`config.mk`:
```
export PLATFORM = sky130hd
export DESIGN_NAME = mips_main_control
export DESIGN_NICKNAME = d
export VERILOG_FILES = /design/src/rtl/mips_ctrl_pkg.sv /design/src/rtl/mips_main_control_out_decode.sv /design/src/rtl/mips_main_control.sv
export SDC_FILE = /design/constraint.sdc
export NUM_CORES = 1
export LEC_CHECK = 0
export ABC_AREA = 1
export CORE_MARGIN = 2
export CORE_UTILIZATION = 42
export DETAILED_ROUTE_END_ITERATION = 12
export GPL_TIMING_DRIVEN = 0
export PLACE_DENSITY = 0.82
export SYNTH_ARGS = -nofsm -noshare
export SYNTH_HDL_FRONTEND = slang
export SYNTH_SLANG_ARGS = --single-unit
```
`constraint.sdc`:
```
create_clock -name clk -period 1.85 [get_ports clk]
set_input_delay 0.4625 -clock clk [delete_from_list [all_inputs] [get_ports clk]]
set_output_delay 0.4625 -clock clk [all_outputs]
set_load 0.005 [all_outputs]
```
`src/rtl/mips_ctrl_pkg.sv`:
```
// Shared constants, state encoding and output bundle for the multicycle MIPS main control.
package mips_ctrl_pkg;

  localparam logic [5:0] OP_RTYPE = 6'b000000;
  localparam logic [5:0] OP_LW    = 6'b100011;
  localparam logic [5:0] OP_SW    = 6'b101011;
  localparam logic [5:0] OP_BEQ   = 6'b000100;
  localparam logic [5:0] OP_ADDI  = 6'b001000;
  localparam logic [5:0] OP_ANDI  = 6'b001100;
  localparam logic [5:0] OP_JAL   = 6'b000011;

  localparam logic [5:0] FN_ADD = 6'b100000;
  localparam logic [5:0] FN_SLL = 6'b000000;
  localparam logic [5:0] FN_AND = 6'b100100;
  localparam logic [5:0] FN_NOR = 6'b100111;
  localparam logic [5:0] FN_SLT = 6'b101010;
  localparam logic [5:0] FN_JR  = 6'b001000;

  localparam logic [1:0] ALUOP_ADD   = 2'b00;
  localparam logic [1:0] ALUOP_SUB   = 2'b01;
  localparam logic [1:0] ALUOP_RTYPE = 2'b10;
  localparam logic [1:0] ALUOP_ANDI  = 2'b11;

  localparam logic [1:0] REG_DST_RT = 2'b00;
  localparam logic [1:0] REG_DST_RD = 2'b01;
  localparam logic [1:0] REG_DST_RA = 2'b10;

  localparam logic [1:0] MTR_ALUOUT = 2'b00;
  localparam logic [1:0] MTR_MDR    = 2'b01;
  localparam logic [1:0] MTR_PC     = 2'b10;

  localparam logic [1:0] SRCB_B      = 2'b00;
  localparam logic [1:0] SRCB_FOUR   = 2'b01;
  localparam logic [1:0] SRCB_IMM    = 2'b10;
  localparam logic [1:0] SRCB_IMM_SH = 2'b11;

  localparam logic [1:0] PCSRC_ALU    = 2'b00;
  localparam logic [1:0] PCSRC_ALUOUT = 2'b01;
  localparam logic [1:0] PCSRC_JUMP   = 2'b10;
  localparam logic [1:0] PCSRC_REG_A  = 2'b11;

  // state     | meaning
  // FETCH     | read instruction, PC += 4 when memory is ready
  // DECODE    | dispatch on opcode/funct, precompute branch target
  // MEM_*     | lw/sw address, read, write-back, write
  // R_*/IMM_* | ALU execute and register write-back
  // BRANCH    | beq compare; JAL/JR | jump
  typedef enum logic [3:0] {
    S_FETCH     = 4'd0,
    S_DECODE    = 4'd1,
    S_MEM_ADDR  = 4'd2,
    S_MEM_READ  = 4'd3,
    S_MEM_WB    = 4'd4,
    S_MEM_WRITE = 4'd5,
    S_R_EXEC    = 4'd6,
    S_R_WB      = 4'd7,
    S_BRANCH    = 4'd8,
    S_IMM_EXEC  = 4'd9,
    S_IMM_WB    = 4'd10,
    S_JAL       = 4'd11,
    S_JR        = 4'd12
  } state_t;

  typedef struct packed {
    logic       pc_write;
    logic       pc_write_cond;
    logic       ir_write;
    logic       mem_read;
    logic       mem_write;
    logic       i_or_d;
    logic       reg_write;
    logic       alu_src_a;
    logic [1:0] reg_dst;
    logic [1:0] mem_to_reg;
    logic [1:0] alu_src_b;
    logic [1:0] alu_op;
    logic [1:0] pc_source;
    logic       illegal;
  } ctrl_t;

  // Target of the DECODE dispatch; FETCH here means the instruction is unsupported.
  function automatic state_t dispatch(input logic [5:0] opcode, input logic [5:0] funct);
    state_t nxt;
    nxt = S_FETCH;
    case (opcode)
      OP_LW, OP_SW:     nxt = S_MEM_ADDR;
      OP_BEQ:           nxt = S_BRANCH;
      OP_ADDI, OP_ANDI: nxt = S_IMM_EXEC;
      OP_JAL:           nxt = S_JAL;
      OP_RTYPE: begin
        case (funct)
          FN_JR: nxt = S_JR;
          FN_ADD, FN_SLL, FN_AND, FN_NOR, FN_SLT: nxt = S_R_EXEC;
          default: nxt = S_FETCH;
        endcase
      end
      default: nxt = S_FETCH;
    endcase
    return nxt;
  endfunction

endpackage

```
`src/rtl/mips_main_control_out_decode.sv`:
```
// Combinational output decode from the registered state plus the FETCH/DECODE qualifiers.
module mips_ctrl_out_decode
  import mips_ctrl_pkg::*;
(
  input  logic       rst,
  input  state_t     state,
  input  logic       mem_ready,
  input  logic [5:0] opcode,
  input  logic [5:0] funct,
  input  logic [5:0] op_latched,
  output ctrl_t      ctrl
);

  always_comb begin
    ctrl = '0;
    if (!rst) begin
      case (state)
        S_FETCH: begin
          ctrl.mem_read  = 1'b1;
          ctrl.alu_src_b = SRCB_FOUR;
          ctrl.alu_op    = ALUOP_ADD;
          ctrl.pc_source = PCSRC_ALU;
          ctrl.ir_write  = mem_ready;
          ctrl.pc_write  = mem_ready;
        end
        S_DECODE: begin
          ctrl.alu_src_b = SRCB_IMM_SH;
          ctrl.alu_op    = ALUOP_ADD;
          ctrl.illegal   = (dispatch(opcode, funct) == S_FETCH);
        end
        S_MEM_ADDR: begin
          ctrl.alu_src_a = 1'b1;
          ctrl.alu_src_b = SRCB_IMM;
          ctrl.alu_op    = ALUOP_ADD;
        end
        S_MEM_READ: begin
          ctrl.mem_read = 1'b1;
          ctrl.i_or_d   = 1'b1;
        end
        S_MEM_WB: begin
          ctrl.reg_write  = 1'b1;
          ctrl.reg_dst    = REG_DST_RT;
          ctrl.mem_to_reg = MTR_MDR;
        end
        S_MEM_WRITE: begin
          ctrl.mem_write = 1'b1;
          ctrl.i_or_d    = 1'b1;
        end
        S_R_EXEC: begin
          ctrl.alu_src_a = 1'b1;
          ctrl.alu_src_b = SRCB_B;
          ctrl.alu_op    = ALUOP_RTYPE;
        end
        S_R_WB: begin
          ctrl.reg_write  = 1'b1;
          ctrl.reg_dst    = REG_DST_RD;
          ctrl.mem_to_reg = MTR_ALUOUT;
        end
        S_BRANCH: begin
          ctrl.alu_src_a     = 1'b1;
          ctrl.alu_src_b     = SRCB_B;
          ctrl.alu_op        = ALUOP_SUB;
          ctrl.pc_write_cond = 1'b1;
          ctrl.pc_source     = PCSRC_ALUOUT;
        end
        S_IMM_EXEC: begin
          ctrl.alu_src_a = 1'b1;
          ctrl.alu_src_b = SRCB_IMM;
          ctrl.alu_op    = (op_latched == OP_ANDI) ? ALUOP_ANDI : ALUOP_ADD;
        end
        S_IMM_WB: begin
          ctrl.reg_write  = 1'b1;
          ctrl.reg_dst    = REG_DST_RT;
          ctrl.mem_to_reg = MTR_ALUOUT;
        end
        S_JAL: begin
          ctrl.pc_write   = 1'b1;
          ctrl.pc_source  = PCSRC_JUMP;
          ctrl.reg_write  = 1'b1;
          ctrl.reg_dst    = REG_DST_RA;
          ctrl.mem_to_reg = MTR_PC;
        end
        S_JR: begin
          ctrl.pc_write  = 1'b1;
          ctrl.pc_source = PCSRC_REG_A;
        end
        default: ctrl = '0;
      endcase
    end
  end

endmodule

```
`src/rtl/mips_main_control.sv`:
```
// Multicycle MIPS main control: state register, next-state logic and opcode latch.
module mips_main_control
  import mips_ctrl_pkg::*;
(
  input  logic       clk,
  input  logic       rst,
  input  logic [5:0] opcode,
  input  logic [5:0] funct,
  input  logic       mem_ready,
  output logic       pc_write,
  output logic       pc_write_cond,
  output logic       ir_write,
  output logic       mem_read,
  output logic       mem_write,
  output logic       i_or_d,
  output logic       reg_write,
  output logic       alu_src_a,
  output logic [1:0] reg_dst,
  output logic [1:0] mem_to_reg,
  output logic [1:0] alu_src_b,
  output logic [1:0] alu_op,
  output logic [1:0] pc_source,
  output logic [3:0] state,
  output logic       illegal
);

  state_t     state_q;
  logic [5:0] op_q;
  ctrl_t      ctrl;

  always_ff @(posedge clk) begin
    if (rst) begin
      state_q <= S_FETCH;
      op_q    <= '0;
    end else begin
      case (state_q)
        S_FETCH:     if (mem_ready) state_q <= S_DECODE;
        S_DECODE: begin
          state_q <= dispatch(opcode, funct);
          op_q    <= opcode;
        end
        S_MEM_ADDR:  state_q <= (op_q == OP_SW) ? S_MEM_WRITE : S_MEM_READ;
        S_MEM_READ:  if (mem_ready) state_q <= S_MEM_WB;
        S_MEM_WRITE: if (mem_ready) state_q <= S_FETCH;
        S_R_EXEC:    state_q <= S_R_WB;
        S_IMM_EXEC:  state_q <= S_IMM_WB;
        default:     state_q <= S_FETCH;
      endcase
    end
  end

  mips_ctrl_out_decode u_out_decode (
    .rst        (rst),
    .state      (state_q),
    .mem_ready  (mem_ready),
    .opcode     (opcode),
    .funct      (funct),
    .op_latched (op_q),
    .ctrl       (ctrl)
  );

  assign pc_write      = ctrl.pc_write;
  assign pc_write_cond = ctrl.pc_write_cond;
  assign ir_write      = ctrl.ir_write;
  assign mem_read      = ctrl.mem_read;
  assign mem_write     = ctrl.mem_write;
  assign i_or_d        = ctrl.i_or_d;
  assign reg_write     = ctrl.reg_write;
  assign alu_src_a     = ctrl.alu_src_a;
  assign reg_dst       = ctrl.reg_dst;
  assign mem_to_reg    = ctrl.mem_to_reg;
  assign alu_src_b     = ctrl.alu_src_b;
  assign alu_op        = ctrl.alu_op;
  assign pc_source     = ctrl.pc_source;
  assign illegal       = ctrl.illegal;
  assign state         = rst ? 4'd0 : state_q;

endmodule

```
==> run_results.csv <==
group,metric,value,unit
run_status,status,"finished, violations left",
run_status,violations,"negative setup slack",
clocking,cts_sinks,10,
global_route,grt_start_max_net_pins,11,
timing,skew,0.000867,ns
timing,fin_ws,-0.343,ns
timing,fmax,0.456,GHz
logic_synthesis,synth.avg_cell_area,5.66,sq um
timing,min_period,2.19,ns
finish,antenna_cells,0,
detailed_routing,first_pass_iters,5,
timing,hold_violations,0,
clocking,clk_pin_slew_worst_paths,0.06,ns
job,maxCapViolCount,0,
finish,final_nets,259,
logic_synthesis,synth-xor-area-share,0,
logic_synthesis,synth-compound-area-share,0.179,
detailed_routing,ant_nets,0,
timing,finalCritPeriodShare,1.19,
timing,slew_viol_final,0,
placed_design,hpwlAfterDp,2.10,mm
detailed_routing,vias,1647,
logic_synthesis,syn-num-nets,177,
logic_synthesis,yosysWarningCount,0,
detailed_routing,routed_wl,5.71,mm
global_route,grt_usage,0.307,
power_and_ir_drop,power_density,513,nW/um^2
floorplanning,die_w,50.7,um
clocking,cts-buffers-inserted,3,
timing,slew_headroom,0.799,
worst_hold_path,hold_start,"opcode[4]",
logic_synthesis,synthCells,162,
critical_path,critPathKind,"in -> reg",
power_and_ir_drop,ir_drop,0.000590,V
clocking,clockBufferDepth,2,
placed_design,io_buffers,37,
detailed_routing,wl_per_cell,21.1,um
placed_design,placed_area,1320,sq um
critical_path,startpoint_type,"primary input",
logic_synthesis,synth_top_area_frac,0.218,
logic_synthesis,synth_flop_cell,"dfxtp_1",
logic_synthesis,synth_top_family_by_area,"simple AND/OR/NAND/NOR gates",
global_route,grt_overflow_total,0,
critical_path,path_cells,"dlygate4sd2_1, inv_1, nor2_2, nand3_2, nand3_2, nand2_2, buf_4, buf_4, buf_4, buf_4, buf_4, buf_4, buf_4, nand2_1, nand2_1, nand2_1, nand2_1, nand2_1",
detailed_routing,drc_errors,0,
logic_synthesis,yosysSeqAreaShare,0.218,
floorplanning,io_pins,38,
finish,finalInstanceArea,1860,sq um
floorplanning,dieArea,2570,sq um
logic_synthesis,yosysMostFrequentCell,"nand2_1",
placed_design,gp_congestion,0.887,
critical_path,cp_slowest_cell,"dlygate4sd2_1",
worst_hold_path,hold_depth,3,
floorplanning,coreArea,2000,sq um
logic_synthesis,synth_edf_count,0,
timing,fin_hold_ws,0.477,ns
logic_synthesis,synthMuxAreaShare,0,
timing,final-setup-viol-count,16,
critical_path,r2r_start,"state_q[2]",
logic_synthesis,synthTopCellsByArea,"dfxtp_1 22%, nand2_1 16%, nor2_1 13%, a21oi_1 7.1%, inv_1 6.1%",
logic_synthesis,synth-simple-area-share,0.480,
clocking,clock-root-buffer,"clkbuf_4",
critical_path,cp-end-kind,"register",
critical_path,crit_arrival,2.40,ns
critical_path,slowest_delay,0.24,ns
critical_path,path_max_fanout,2,
timing,rsz0062_at_grt,"true",
detailed_routing,dr.first_iter.drc_count,136,
global_route,grt_pass1_wl,6.00,mm
critical_path,r2r_end,"state_q[0]",
critical_path,worstPathRequired,2.06,ns
logic_synthesis,synth_top_cell_by_area,"dfxtp_1",
clocking,cts_tree,"done",
critical_path,r2r_cells,10,
global_route,antenna_found_initial,0,
clocking,worst_skew_pair.late_latency,0.27,ns
floorplanning,row_count,16,
detailed_routing,viasPerCell,6.10,
logic_synthesis,synth_common_cells,"39 x nand2_1, 31 x nor2_1, 15 x inv_1",
global_route,grt_pass1_vias,1349,
power_and_ir_drop,p_leak,0.952,nW
worst_hold_path,hold_class,"in -> reg",
logic_synthesis,syn_area,917,sq um
logic_synthesis,synth-adder-area-share,0,
clocking,htreeDepth,1,
floorplanning,die_y,50.7,um
critical_path,regToRegSetupSlack,0.18,ns
logic_synthesis,async_reset_ff_frac,0,
critical_path,crit_top_cell,"buf_4",
logic_synthesis,synth-seq-cells,10,
finish,drive_above_1_share,0.572,
finish,areaGrowthSynthToFinish,103,%
timing,worst_pin_slew,0.299,ns
floorplanning,start_util,0.458,
worst_hold_path,holdPathEnd,"op_q[4]",
logic_synthesis,synth.distinct_cells,24,
==> cells in the final DEF (no fill, tap or decap), types with 5 or more instances in the layout <==
| cell type | instances |
|---|---|
| buf_2 | 15 |
| nand3_2 | 5 |
| inv_1 | 7 |
| nor2_2 | 8 |
| buf_6 | 17 |
| buf_4 | 27 |
| a21oi_2 | 5 |
| dfxtp_1 | 5 |
| dlygate4sd2_1 | 8 |
| o21ai_0 | 6 |
| clkbuf_2 | 7 |
| nor2_4 | 10 |
| nor2_1 | 20 |
| a21oi_1 | 7 |
| inv_4 | 5 |
| nand2_1 | 34 |
| inv_2 | 10 |
==> stage by stage <==
step / power [mW] / std cells / setup TNS [ns] / setup slack [ns] / utilization
after floorplan: 0.432 / 162 / 0 / 0.252 / -
after global placement: 0.536 / 226 / -12.51 / -0.731 / 0.660
after detailed placement: 0.547 / 226 / -13.18 / -0.770 / 0.660
after CTS: 0.820 / 258 / -1.05 / -0.183 / 0.833
after global routing: 0.987 / 270 / -3.00 / -0.411 / 0.929
final: 0.955 / 270 / -2.18 / -0.343 / 0.929
==> report_power, final <==
part / total, mW / internal [mW] / switching, mW / leakage [nW]
sequential: 0.279 / 0.245 / 0.0343 / 0.0854
combinational: 0.477 / 0.208 / 0.269 / 0.845
clock: 0.199 / 0.120 / 0.0793 / 0.0210
total: 0.955 / 0.572 / 0.383 / 0.952
==> state kept, by name, summed over array words and instances, names as in the netlist <==
register,cells
op_q,6
state_q,4
==> worst max-delay path: cells and delay by family <==
family | cells | cell delay (ns)
buffers and inverters | 9 | 1.20
and+or+nand+nor | 9 | 0.74
==> metal layers <==
layer | vias to the layer above | wire (um) | global-route usage
li1 | 686 | - | -
met1 | 737 | 2020 | 0.332
met2 | 170 | 2670 | 0.577
met3 | 54 | 579 | 0.0536
met4 | 0 | 430 | 0.135
met5 | - | 0 | 0
==> cell families (layout without fill, tap and decap cells) <==
| group | after synthesis | in the layout |
|---|---|---|
| simple gates | 97 | 97 |
| compound gates | 28 | 28 |
| buf+inv | 27 | 108 |
| flops | 10 | 10 |
==> how the worst max path moves through the flow <==
stage | depth (start not counted) | from | slack [ns] | endpoint
after CTS | 9 | state_q[0] | -0.18 | illegal
after floorplan | 6 | state_q[3] | 0.25 | illegal
after global routing | 18 | funct[2] | -0.41 | state_q[2]
after global placement | 5 | rst | -0.73 | reg_dst[1]
after detailed placement | 5 | rst | -0.77 | reg_dst[1]
final | 18 | funct[5] | -0.34 | state_q[2]
==> layout make-up <==
type	count	area (sq um)
Fill cell	73	141
Inverter	23	104
Multi-Input combinational cell	125	813
Clock buffer	4	36.3
Timing Repair Buffer	77	607
Sequential cell	10	216
Tap cell	27	33.8
Buffer	4	50.0
==> what timing repair did <==
item | 4_1_cts | 5_1_grt
setup buffers | 28 | 13
pin swaps | 25 | 20
hold buffers | 0 | 0
setup endpoints to repair | 23 | 20
gates resized for setup | 135 | 68
Power figures use the tool's default switching activity.
